`config.mk`:
```
export PLATFORM = sky130hd
export DESIGN_NAME = uart_fifo_core
export DESIGN_NICKNAME = d
export VERILOG_FILES = /design/src/rtl/uart_pkg.sv /design/src/rtl/uart_sync_fifo.sv /design/src/rtl/uart_fifo_core.sv
export SDC_FILE = /design/constraint.sdc
export NUM_CORES = 1
export LEC_CHECK = 0
export BUFFER_PORTS_ARGS = -buffer_cell sky130_fd_sc_hd__buf_2
export CORE_UTILIZATION = 45
export DETAILED_ROUTE_END_ITERATION = 16
export SLEW_MARGIN = 40
export SYNTH_ARGS = -nofsm -noshare
export SYNTH_HDL_FRONTEND = slang
export SYNTH_SLANG_ARGS = --single-unit
```
`constraint.sdc`:
```
create_clock -name i_clock -period 24.1 [get_ports i_clock]
set_input_delay 4.82 -clock i_clock [delete_from_list [all_inputs] [get_ports i_clock]]
set_output_delay 4.82 -clock i_clock [all_outputs]
set_load 0.01 [all_outputs]
```
`src/rtl/uart_pkg.sv`:
```
// Shared definitions for the UART core: engine state encodings, oversampling ratio
// and the parity helper used by both the RX and TX engines.
package uart_pkg;

  localparam int OVERSAMPLE = 16;

  typedef enum logic [2:0] {
    RX_IDLE   = 3'd0,
    RX_START  = 3'd1,
    RX_DATA   = 3'd2,
    RX_PARITY = 3'd3,
    RX_STOP   = 3'd4
  } rx_state_e;

  typedef enum logic [2:0] {
    TX_IDLE   = 3'd0,
    TX_START  = 3'd1,
    TX_DATA   = 3'd2,
    TX_PARITY = 3'd3,
    TX_STOP   = 3'd4
  } tx_state_e;

  // Data is zero-extended by the caller, so frames of up to 16 bits are covered.
  function automatic logic parity_of(input logic [15:0] data, input logic odd);
    return (^data) ^ odd;
  endfunction

endpackage

```
`src/rtl/uart_sync_fifo.sv`:
```
// Single-clock show-ahead FIFO with valid/ready on both sides; pointers carry an
// extra wrap bit so full and empty are told apart without a separate counter.
module uart_sync_fifo #(
  parameter int W  = 8,
  parameter int AW = 4
) (
  input  logic         clk_i,
  input  logic         rst_i,
  input  logic         wr_valid_i,
  input  logic [W-1:0] wr_data_i,
  output logic         wr_ready_o,
  output logic         rd_valid_o,
  output logic [W-1:0] rd_data_o,
  input  logic         rd_ready_i
);

  localparam int            DEPTH   = 1 << AW;
  localparam logic [AW:0]   PTR_ONE = {{AW{1'b0}}, 1'b1};

  logic [W-1:0] mem_q [DEPTH];
  logic [AW:0]  wr_ptr_q;
  logic [AW:0]  rd_ptr_q;
  logic         full_s;
  logic         empty_s;
  logic         push_s;
  logic         pop_s;

  always_comb begin
    full_s     = (wr_ptr_q[AW] != rd_ptr_q[AW]) && (wr_ptr_q[AW-1:0] == rd_ptr_q[AW-1:0]);
    empty_s    = (wr_ptr_q == rd_ptr_q);
    push_s     = wr_valid_i & ~full_s;
    pop_s      = rd_ready_i & ~empty_s;
    wr_ready_o = ~full_s;
    rd_valid_o = ~empty_s;
    rd_data_o  = mem_q[rd_ptr_q[AW-1:0]];
  end

  // Storage is cleared on reset so the show-ahead head reads 0 while empty after reset.
  always_ff @(posedge clk_i or posedge rst_i) begin
    if (rst_i) begin
      wr_ptr_q <= '0;
      rd_ptr_q <= '0;
      for (int i = 0; i < DEPTH; i++) begin
        mem_q[i] <= '0;
      end
    end else begin
      if (push_s) begin
        mem_q[wr_ptr_q[AW-1:0]] <= wr_data_i;
        wr_ptr_q                <= wr_ptr_q + PTR_ONE;
      end
      if (pop_s) begin
        rd_ptr_q <= rd_ptr_q + PTR_ONE;
      end
    end
  end

endmodule

```
`src/rtl/uart_fifo_core.sv`:
```
// UART core: programmable x16 baud tick, RX/TX engines with optional parity and
// TX/RX FIFOs behind valid/ready ports, plus sticky overrun/framing/parity flags.
module uart_fifo_core #(
  parameter int DBIT       = 8,
  parameter int SB_TICK    = 16,
  parameter int PARITY_EN  = 0,
  parameter int PARITY_ODD = 0,
  parameter int FIFO_AW    = 4,
  parameter int DIV_W      = 16
) (
  input  logic             i_clock,
  input  logic             i_reset,
  input  logic [DIV_W-1:0] i_div,
  input  logic [DBIT-1:0]  i_tx_data,
  input  logic             i_tx_valid,
  output logic             o_tx_ready,
  output logic [DBIT-1:0]  o_rx_data,
  output logic             o_rx_valid,
  input  logic             i_rx_ready,
  input  logic             i_rx,
  output logic             o_tx,
  output logic             o_tx_busy,
  input  logic             i_err_clr,
  output logic             o_rx_overrun,
  output logic             o_rx_frame_err,
  output logic             o_rx_parity_err
);

  import uart_pkg::*;

  localparam int TW = (SB_TICK > OVERSAMPLE) ? $clog2(SB_TICK) : $clog2(OVERSAMPLE);
  localparam int NW = (DBIT > 1) ? $clog2(DBIT) : 1;
  localparam logic [TW-1:0]    T_ONE   = TW'(1);
  localparam logic [TW-1:0]    T_MID   = TW'(OVERSAMPLE / 2 - 1);
  localparam logic [TW-1:0]    T_BIT   = TW'(OVERSAMPLE - 1);
  localparam logic [TW-1:0]    T_STOP  = TW'(SB_TICK - 1);
  localparam logic [NW-1:0]    N_ONE   = NW'(1);
  localparam logic [NW-1:0]    N_LAST  = NW'(DBIT - 1);
  localparam logic [DIV_W-1:0] DIV_ONE = DIV_W'(1);
  localparam logic             PAR_ODD = (PARITY_ODD != 0);

  logic [DIV_W-1:0] tick_cnt_q, tick_cnt_d, div_last_s;
  logic             tick_s;
  logic [1:0]       sync_q;
  logic             rx_sync_s;

  rx_state_e        rx_state_q, rx_state_d;
  logic [TW-1:0]    rx_tick_q, rx_tick_d;
  logic [NW-1:0]    rx_bit_q, rx_bit_d;
  logic [DBIT-1:0]  rx_shift_q, rx_shift_d;
  logic             rx_done_s, rx_par_bad_s, rx_fifo_ready_s;

  tx_state_e        tx_state_q, tx_state_d;
  logic [TW-1:0]    tx_tick_q, tx_tick_d;
  logic [NW-1:0]    tx_bit_q, tx_bit_d;
  logic [DBIT-1:0]  tx_shift_q, tx_shift_d;
  logic             tx_par_q, tx_par_d;
  logic             tx_out_q, tx_out_d;
  logic             tx_pop_s, tx_has_s;
  logic [DBIT-1:0]  tx_head_s;

  logic             ovr_q, ovr_d, fe_q, fe_d, pe_q, pe_d;

  // A divisor of 0 behaves as 1; the >= compare lets a shrunken divisor wrap at once.
  always_comb begin
    div_last_s = (i_div == '0) ? '0 : i_div - DIV_ONE;
    tick_s     = (tick_cnt_q >= div_last_s);
    tick_cnt_d = tick_s ? '0 : tick_cnt_q + DIV_ONE;
  end

  assign rx_sync_s = sync_q[1];

  always_comb begin
    rx_state_d   = rx_state_q;
    rx_tick_d    = rx_tick_q;
    rx_bit_d     = rx_bit_q;
    rx_shift_d   = rx_shift_q;
    rx_done_s    = 1'b0;
    rx_par_bad_s = 1'b0;
    case (rx_state_q)
      RX_IDLE: begin
        if (!rx_sync_s) begin
          rx_state_d = RX_START;
          rx_tick_d  = '0;
        end else begin
          rx_state_d = RX_IDLE;
        end
      end
      RX_START: begin
        if (tick_s && rx_tick_q == T_MID) begin
          rx_state_d = rx_sync_s ? RX_IDLE : RX_DATA;
          rx_tick_d  = '0;
          rx_bit_d   = '0;
        end else if (tick_s) begin
          rx_tick_d = rx_tick_q + T_ONE;
        end else begin
          rx_tick_d = rx_tick_q;
        end
      end
      RX_DATA: begin
        if (tick_s && rx_tick_q == T_BIT) begin
          rx_tick_d  = '0;
          rx_shift_d = {rx_sync_s, rx_shift_q[DBIT-1:1]};
          if (rx_bit_q == N_LAST) begin
            rx_state_d = (PARITY_EN != 0) ? RX_PARITY : RX_STOP;
          end else begin
            rx_bit_d = rx_bit_q + N_ONE;
          end
        end else if (tick_s) begin
          rx_tick_d = rx_tick_q + T_ONE;
        end else begin
          rx_tick_d = rx_tick_q;
        end
      end
      RX_PARITY: begin
        if (tick_s && rx_tick_q == T_BIT) begin
          rx_tick_d    = '0;
          rx_state_d   = RX_STOP;
          rx_par_bad_s = (rx_sync_s != parity_of(16'(rx_shift_q), PAR_ODD));
        end else if (tick_s) begin
          rx_tick_d = rx_tick_q + T_ONE;
        end else begin
          rx_tick_d = rx_tick_q;
        end
      end
      RX_STOP: begin
        if (tick_s && rx_tick_q == T_STOP) begin
          rx_done_s  = 1'b1;
          rx_state_d = RX_IDLE;
        end else if (tick_s) begin
          rx_tick_d = rx_tick_q + T_ONE;
        end else begin
          rx_tick_d = rx_tick_q;
        end
      end
      default: rx_state_d = RX_IDLE;
    endcase
  end

  // o_tx is set on the transition into each segment so every bit lasts exactly 16 ticks.
  always_comb begin
    tx_state_d = tx_state_q;
    tx_tick_d  = tx_tick_q;
    tx_bit_d   = tx_bit_q;
    tx_shift_d = tx_shift_q;
    tx_par_d   = tx_par_q;
    tx_out_d   = tx_out_q;
    tx_pop_s   = 1'b0;
    case (tx_state_q)
      TX_IDLE: begin
        tx_out_d = 1'b1;
        if (tick_s && tx_has_s) begin
          tx_pop_s   = 1'b1;
          tx_shift_d = tx_head_s;
          tx_par_d   = parity_of(16'(tx_head_s), PAR_ODD);
          tx_state_d = TX_START;
          tx_tick_d  = '0;
          tx_out_d   = 1'b0;
        end else begin
          tx_state_d = TX_IDLE;
        end
      end
      TX_START: begin
        if (tick_s && tx_tick_q == T_BIT) begin
          tx_state_d = TX_DATA;
          tx_tick_d  = '0;
          tx_bit_d   = '0;
          tx_out_d   = tx_shift_q[0];
        end else if (tick_s) begin
          tx_tick_d = tx_tick_q + T_ONE;
        end else begin
          tx_tick_d = tx_tick_q;
        end
      end
      TX_DATA: begin
        if (tick_s && tx_tick_q == T_BIT) begin
          tx_tick_d  = '0;
          tx_shift_d = {1'b0, tx_shift_q[DBIT-1:1]};
          if (tx_bit_q == N_LAST) begin
            tx_state_d = (PARITY_EN != 0) ? TX_PARITY : TX_STOP;
            tx_out_d   = (PARITY_EN != 0) ? tx_par_q : 1'b1;
          end else begin
            tx_bit_d = tx_bit_q + N_ONE;
            tx_out_d = tx_shift_q[1];
          end
        end else if (tick_s) begin
          tx_tick_d = tx_tick_q + T_ONE;
        end else begin
          tx_tick_d = tx_tick_q;
        end
      end
      TX_PARITY: begin
        if (tick_s && tx_tick_q == T_BIT) begin
          tx_state_d = TX_STOP;
          tx_tick_d  = '0;
          tx_out_d   = 1'b1;
        end else if (tick_s) begin
          tx_tick_d = tx_tick_q + T_ONE;
        end else begin
          tx_tick_d = tx_tick_q;
        end
      end
      TX_STOP: begin
        // Chain straight into the next start bit so queued bytes leave no gap.
        if (tick_s && tx_tick_q == T_STOP && tx_has_s) begin
          tx_pop_s   = 1'b1;
          tx_shift_d = tx_head_s;
          tx_par_d   = parity_of(16'(tx_head_s), PAR_ODD);
          tx_state_d = TX_START;
          tx_tick_d  = '0;
          tx_out_d   = 1'b0;
        end else if (tick_s && tx_tick_q == T_STOP) begin
          tx_state_d = TX_IDLE;
          tx_out_d   = 1'b1;
        end else if (tick_s) begin
          tx_tick_d = tx_tick_q + T_ONE;
        end else begin
          tx_tick_d = tx_tick_q;
        end
      end
      default: begin
        tx_state_d = TX_IDLE;
        tx_out_d   = 1'b1;
      end
    endcase
  end

  always_comb begin
    ovr_d = (rx_done_s & ~rx_fifo_ready_s) | (ovr_q & ~i_err_clr);
    fe_d  = (rx_done_s & ~rx_sync_s)       | (fe_q  & ~i_err_clr);
    pe_d  = rx_par_bad_s                   | (pe_q  & ~i_err_clr);
  end

  // All state registers; the synchroniser presets to idle-high so reset never looks like a start bit.
  always_ff @(posedge i_clock or posedge i_reset) begin
    if (i_reset) begin
      tick_cnt_q <= '0;
      sync_q     <= 2'b11;
      rx_state_q <= RX_IDLE;
      rx_tick_q  <= '0;
      rx_bit_q   <= '0;
      rx_shift_q <= '0;
      tx_state_q <= TX_IDLE;
      tx_tick_q  <= '0;
      tx_bit_q   <= '0;
      tx_shift_q <= '0;
      tx_par_q   <= 1'b0;
      tx_out_q   <= 1'b1;
      ovr_q      <= 1'b0;
      fe_q       <= 1'b0;
      pe_q       <= 1'b0;
    end else begin
      tick_cnt_q <= tick_cnt_d;
      sync_q     <= {sync_q[0], i_rx};
      rx_state_q <= rx_state_d;
      rx_tick_q  <= rx_tick_d;
      rx_bit_q   <= rx_bit_d;
      rx_shift_q <= rx_shift_d;
      tx_state_q <= tx_state_d;
      tx_tick_q  <= tx_tick_d;
      tx_bit_q   <= tx_bit_d;
      tx_shift_q <= tx_shift_d;
      tx_par_q   <= tx_par_d;
      tx_out_q   <= tx_out_d;
      ovr_q      <= ovr_d;
      fe_q       <= fe_d;
      pe_q       <= pe_d;
    end
  end

  uart_sync_fifo #(.W(DBIT), .AW(FIFO_AW)) u_tx_fifo (
    .clk_i      (i_clock),
    .rst_i      (i_reset),
    .wr_valid_i (i_tx_valid),
    .wr_data_i  (i_tx_data),
    .wr_ready_o (o_tx_ready),
    .rd_valid_o (tx_has_s),
    .rd_data_o  (tx_head_s),
    .rd_ready_i (tx_pop_s)
  );

  uart_sync_fifo #(.W(DBIT), .AW(FIFO_AW)) u_rx_fifo (
    .clk_i      (i_clock),
    .rst_i      (i_reset),
    .wr_valid_i (rx_done_s),
    .wr_data_i  (rx_shift_q),
    .wr_ready_o (rx_fifo_ready_s),
    .rd_valid_o (o_rx_valid),
    .rd_data_o  (o_rx_data),
    .rd_ready_i (i_rx_ready)
  );

  assign o_tx            = tx_out_q;
  assign o_tx_busy       = (tx_state_q != TX_IDLE) | tx_has_s;
  assign o_rx_overrun    = ovr_q;
  assign o_rx_frame_err  = fe_q;
  assign o_rx_parity_err = pe_q;

endmodule

```
==> flow_summary_export.csv, run 1 <==
group,metric,value,unit
logic_synthesis,synth.top_cell.area_share,0.4946,
setup_path,crit_type,"in -> reg",
setup_path,cp_cell_sequence,"buf_2 -> or4_1 -> nor4_1 -> nand4b_1 -> nand2_1 -> ha_1 -> nand4_2 -> nor4_4 -> o31ai_2 -> buf_4 -> a31oi_4 -> and3_1 -> mux2_2",
layout,fin_nets,1273,
detailed_routing,vias,9701,
detailed_routing,post_drt_via_cell_ratio,5.700,
placement,gp_congestion,0.8160,
pwr,power_density,93.27,nW/µm²
pwr,power_leakage,8.305,nW
floorplan,initial_core_util,0.4575,
global_routing,grt_usage,0.1947,
logic_synthesis,netlist-cell-type-count,75,
pwr,p_switching,0.4834,mW
min_path,hold_path.class,"reg -> reg",
placement,placed_area,17220,µm²
setup_path,max_stage_delay,0.65,ns
status,outcome,"completed",
detailed_routing,drt-initial-drc-count,589,
logic_synthesis,ys_ff_latch,334,
logic_synthesis,synthXorXnorAreaFrac,0.03295,
placement,hpwl,22880,µm
sta,max_slew_margin,0.4651,
sta,finalHoldViolCount,0,
clock_tree,cts_resized,0,
floorplan,die_h,194.9,µm
logic_synthesis,ys_seq_area_frac,0.4993,
pwr,combPwrFrac,0.220,
sta,fin_crit_sh,0.3670,
setup_path,required,24.51,ns
sta,clock.fmax,0.1130,GHz
logic_synthesis,syn_area_per_cell,13.97,µm²
logic_synthesis,synth-compound-area-share,0.03885,
detailed_routing,drc,0,
logic_synthesis,yosysWarnings,0,
clock_tree,cts-buffers-inserted,38,
logic_synthesis,async_reset_ff_frac,1.000,
logic_synthesis,synth_nets,1264,
setup_path,cp-end-kind,"flip-flop",
setup_path,cpLargestDelayFamily,"simple AND/OR/NAND/NOR gates",
global_routing,overflow,0,
logic_synthesis,netlist_top_cells_area,"dfrtp_1 49%, mux2_2 16%, mux4_2 11%",
global_routing,grt_pass1_vias,10294,
min_path,min_delay_path_depth,0,
floorplan,core_area,36610,µm²
sta,finalMaxSlewViolations,0,
min_path,hp-start,"sync_q[0]",
sta,fin_crit,8.846,ns
setup_path,r2r_end,"u_rx_fifo.mem_q[10]",
floorplan,io_pins,45,
clock_tree,clk_pin_slew,0.06,ns
clock_tree,clkSinkCount,334,
clock_tree,clk_latency,0.54,ns
setup_path,path_buf_inv,2,
clock_tree,cts_htree_levels,2,
logic_synthesis,synth-simple-area-share,0.08076,
logic_synthesis,synthCells,1199,
global_routing,grt_start_max_net_pins,109,
floorplan,dieArea,37990,µm²
detailed_routing,first_pass_iters,5,
pwr,pwr-share-clk,0.326,
floorplan,die_w,194.9,µm
detailed_routing,wirelength,34840,µm
setup_path,crit_fanout,21,
clock_tree,cts_setup_buffers,0,
pwr,pwr-share-seq,0.454,
layout,n_antenna_cell,0,
detailed_routing,wl_per_cell,20.47,µm
logic_synthesis,synth-edff-count,0,
clock_tree,clock_tree.root_cell,"clkbuf_16",
sta,worst_pin_slew,0.8024,ns
layout,syn2layout_area_growth,10.11,%
logic_synthesis,muxShareOfSynthArea,0.2917,
setup_path,reg2regPathDepth,8,
logic_synthesis,yosys.area_share.adder,0.02615,
logic_synthesis,synth_top_family_by_area,"multiplexers",
clock_tree,hold_buffers,0,
clock_tree,cts_tree,"done",
clock_tree,clock_path_buffers,3,
logic_synthesis,syn-cell-area,16750,µm²
pwr,intPower,1.237,mW
floorplan,num_rows,70,
logic_synthesis,yosysTopAreaCell,"dfrtp_1",
pwr,netSwitchingFraction,0.2811,
global_routing,grt_first_pass_wirelength,58330,µm
setup_path,cp-start-kind,"input port",
layout,final_area,18440,µm²
sta,setup_tns,0,ns
setup_path,slowest_stage,"a31oi_4",
sta,rsz0062_at_grt,"false",
sta,setup_viol_count_final,0,
detailed_routing,antenna_left,0,
sta,clock_skew,0.01966,ns
setup_path,reg2reg_slack,20.76,ns
layout,drive_gt1_frac,0.4003,
logic_synthesis,synthFlopType,"dfrtp_1",
placement,port-buffer-count,44,
global_routing,antenna_found_initial,0,
pwr,vdd.ir_drop.worst,0.00006720,V
layout,fill_cells,3177,
run,maxCapViolations,0,
setup_path,arrival,9.25,ns
min_path,holdPathEnd,"sync_q[1]",
setup_path,timing.rr.start,"tick_cnt_q[13]",
worst max-delay path by stage:
stage	start	endpoint	cells after the start
global route	i_div[5]	u_rx_fifo.mem_q[10]	13
global placement	i_div[5]	u_rx_fifo.mem_q[17]	13
floorplan	i_reset	o_rx_frame_err	1
detailed placement	i_div[5]	u_rx_fifo.mem_q[53]	13
finish	i_div[5]	u_rx_fifo.mem_q[10]	13
CTS	i_div[5]	u_rx_fifo.mem_q[20]	13
metrics by stage:
| stage | utilization | setup WS, ns | power, mW | std cells | hold slack [ns] |
|---|---|---|---|---|---|
| 6_report | 0.5037 | 15.25 | 1.720 | 1702 | 0.3582 |
| 5_1_grt | 0.5037 | 14.87 | 1.816 | 1702 | 0.3646 |
| 4_1_cts | 0.5033 | 15.25 | 1.743 | 1702 | 0.3606 |
| 3_5_place_dp | 0.4704 | 14.72 | 1.173 | 1636 | 0.3481 |
| 3_3_place_gp | 0.4699 | 14.77 | 1.158 | 1636 | 0.3507 |
| 2_1_floorplan | - | 10.03 | 1.085 | 1199 | 0.3452 |
metal layers:
layer	vias to the layer above	share of wire	global-route usage
met5	-	0	0
met4	0	0.022	0.05570
met3	57	0.032	0.03037
met2	144	0.48	0.3101
met1	5058	0.47	0.2762
li1	4442	-	-
cell families (layout without fill, tap and decap cells):
family	count (synthesis)	count (layout)
AOI/OAI and AO/OA	82	82
muxes	352	352
xor gates and xnor gates	63	63
DFF	334	334
and+or+nand+nor	230	230
adders and majority gates	35	35
buffers and inverters	103	138
state kept, by name, summed over array words and instances (netlist names), 5 cells and up:
| name | count |
|---|---|
| u_tx_fifo.wr_ptr_q | 5 |
| u_tx_fifo.mem_q | 128 |
| tick_cnt_q | 16 |
| u_rx_fifo.wr_ptr_q | 5 |
| u_rx_fifo.mem_q | 128 |
| u_rx_fifo.rd_ptr_q | 5 |
| u_tx_fifo.rd_ptr_q | 5 |
| rx_shift_q | 8 |
| tx_shift_q | 8 |
power groups by stage:
stage	clock [mW]	combinational, mW	sequential, mW
floorplan	0	0.336	0.749
global placement	0	0.373	0.785
detailed placement	0	0.383	0.790
CTS	0.577	0.385	0.780
global route	0.598	0.418	0.800
finish	0.561	0.378	0.781
cells in the mapped netlist, types with 4 or more instances:
library cell,n
xor2_1,23
buf_4,14
and2_1,5
mux2_1,15
xnor2_1,40
nor2b_1,10
o31ai_1,5
mux2_2,245
o21ai_0,10
mux2_4,7
nor3_1,12
clkbuf_1,38
ha_1,35
dfrtp_1,331
mux4_2,80
and3_1,17
o22ai_1,9
nand3_4,4
nand3_1,17
nand2b_1,4
mux2i_1,5
buf_6,5
nand3_2,12
inv_1,16
a31oi_1,7
buf_2,14
nor2_1,59
a32o_1,5
nand2_1,46
nand4_1,13
nor4_1,6
a21oi_1,12
buf_1,12
final cells by class:
type	instances	area [µm²]	share of cell area
repair buffers	55	314.1	0.01703
inverters	17	76.32	0.004139
multi-input cells	762	7888	0.4277
flip-flops and latches	334	8369	0.4539
clock buffers	56	1089	0.05903
well taps	468	585.6	0.03175
clock inverters	10	118.9	0.006446
cells in the final DEF (no fill, tap or decap), types with 13 or more instances in the layout:
master	instances
dfrtp_1	325
mux2_2	245
mux4_2	80
nor2_1	59
nand2_1	46
buf_2	44
xnor2_1	40
clkbuf_16	38
ha_1	35
xor2_1	23
and3_1	17
nand3_1	17
inv_1	15
mux2_1	15
nand4_1	13
No activity file was read; power rests on OpenSTA's default activity.
==> run 2, diff against run 1 <==
==> constraint.sdc (replaced) <==
create_clock -name i_clock -period 7.65 [get_ports i_clock]
set_input_delay 1.53 -clock i_clock [delete_from_list [all_inputs] [get_ports i_clock]]
set_output_delay 1.53 -clock i_clock [all_outputs]
set_load 0.01 [all_outputs]
==> run 2 against run 1 <==
Net effect:
- global-route usage fell by 0.16 points
- largest power group unchanged
- via count rose by 0.85%
- highest routed layer unchanged
- sequential power rose to 3.2 times the previous value
==> flow_summary_export.csv, run 2 (synthesized netlist as in run 1, its figures left out) <==
group,metric,value,unit
global_routing,grt_start_max_net_pins,133,
detailed_routing,wl_per_cell,20.64,µm
layout,layout_common_cells,"325 x dfrtp_1, 245 x mux2_2, 80 x mux4_2",
sta,fin_crit,5.536,ns
placement,hpwl,22870,µm
placement,gp_congestion,0.8097,
pwr,vdd.ir_drop.worst,0.0001967,V
layout,n_antenna_cell,0,
setup_path,required,8.06,ns
clock_tree,clock_path_buffers,3,
layout,top_regs,"u_rx_fifo.mem_q: 128 flops, u_tx_fifo.mem_q: 128 flops, tick_cnt_q: 16 flops",
placement,placed_area,17220,µm²
setup_path,reg2regPathDepth,8,
clock_tree,hold_buffers,0,
sta,setup_viol_count_final,0,
sta,max_slew_margin,0.4387,
setup_path,crit_fanout,21,
pwr,power_density,296.3,nW/µm²
sta,clock.fmax,0.1806,GHz
layout,syn2layout_area_growth,10.63,%
pwr,power_leakage,8.333,nW
clock_tree,cts-buffers-inserted,37,
setup_path,slowest_stage,"a31oi_4",
layout,final_area,18530,µm²
min_path,hold_path.class,"reg -> reg",
setup_path,crit_type,"in -> reg",
setup_path,cpLargestDelayFamily,"simple AND/OR/NAND/NOR gates",
detailed_routing,vias,9783,
sta,worst_pin_slew,0.8420,ns
global_routing,grt_first_pass_wirelength,57640,µm
floorplan,die_w,194.9,µm
detailed_routing,drc,0,
detailed_routing,wirelength,35130,µm
setup_path,crit_cells,13,
detailed_routing,antenna_left,0,
global_routing,grt_usage,0.1930,
clock_tree,cts_htree_levels,2,
clock_tree,cts_tree,"done",
setup_path,cp-start-kind,"input port",
setup_path,max_stage_delay,0.62,ns
detailed_routing,post_drt_via_cell_ratio,5.748,
layout,final_common_cell,"dfrtp_1",
layout,fin_nets,1272,
clock_tree,clkSinkCount,334,
setup_path,arrival,5.95,ns
clock_tree,cts_resized,0,
sta,rsz0062_at_grt,"false",
clock_tree,cts_setup_buffers,0,
clock_tree,clk_latency,0.53,ns
sta,finalMaxSlewViolations,0,
floorplan,core_area,36610,µm²
global_routing,antenna_found_initial,0,
floorplan,num_rows,70,
run,maxCapViolations,0,
placement,port-buffer-count,44,
setup_path,path_buf_inv,2,
detailed_routing,drt-initial-drc-count,610,
min_path,min_delay_path_depth,0,
sta,fin_crit_sh,0.7236,
floorplan,die_h,194.9,µm
global_routing,overflow,0,
global_routing,grt_pass1_vias,10182,
clock_tree,clk_pin_slew,0.06,ns
layout,drive_gt1_frac,0.4028,
sta,finalHoldViolCount,0,
setup_path,cp-end-kind,"flip-flop",
setup_path,cp_cell_sequence,"buf_2 -> or4_1 -> nor4_1 -> nand4b_1 -> nand2_1 -> ha_1 -> nand4_2 -> nor4_4 -> o31ai_2 -> buf_4 -> a31oi_4 -> and3_1 -> mux2_2",
status,outcome,"completed",
sta,clock_skew,0.01282,ns
floorplan,initial_core_util,0.4575,
detailed_routing,first_pass_iters,5,
sta,setup_tns,0,ns
floorplan,dieArea,37990,µm²
clock_tree,clock_tree.root_cell,"clkbuf_16",
floorplan,io_pins,45,
## run 2: stage by stage
| step | hold slack [ns] | std cells | power (mW) | utilization | setup WS [ns] |
|---|---|---|---|---|---|
| 6_report | 0.3610 | 1702 | 5.490 | 0.5061 | 2.114 |
| 5_1_grt | 0.3655 | 1702 | 5.774 | 0.5061 | 1.748 |
| 4_1_cts | 0.3611 | 1701 | 5.563 | 0.5050 | 2.116 |
| 3_5_place_dp | 0.3519 | 1635 | 3.698 | 0.4703 | 1.551 |
| 3_3_place_gp | 0.3530 | 1635 | 3.651 | 0.4700 | 1.647 |
| 2_1_floorplan | 0.3452 | 1199 | 3.419 | - | 1.660 |
## run 2: layer usage
| layer | track usage | share of wire |
|---|---|---|
| met5 | 0 | 0 |
| met4 | 0.05978 | 0.024 |
| met3 | 0.02585 | 0.028 |
| met2 | 0.3097 | 0.48 |
| met1 | 0.2730 | 0.47 |
## run 2: final timing paths
kind	from	endpoint	slack, ns
worst min register to register	sync_q[0]	sync_q[1]	0.36
min in group asynchronous	i_reset	u_tx_fifo.wr_ptr_q[2]	1.00
worst min-delay path	sync_q[0]	sync_q[1]	0.36
worst max-delay path	i_div[5]	u_rx_fifo.mem_q[52]	2.11
worst max register to register	tick_cnt_q[13]	u_rx_fifo.mem_q[52]	4.33
max in group asynchronous	i_reset	u_tx_fifo.mem_q[43]	5.52
## run 2: cell type report
type                    count  area [µm²]
repair buffers             55       342.8
inverters                  17       67.56
clock buffers              58        1147
fillers                  3174       18080
flip-flops and latches    334        8372
multi-input cells         762        7889
well taps                 468       585.6
clock inverters             8       123.9
## run 2: power by group
group / switching (mW) / internal, mW / total (mW)
clock network: 0.707 / 1.13 / 1.84
logic: 0.478 / 0.666 / 1.14
registers: 0.333 / 2.17 / 2.51
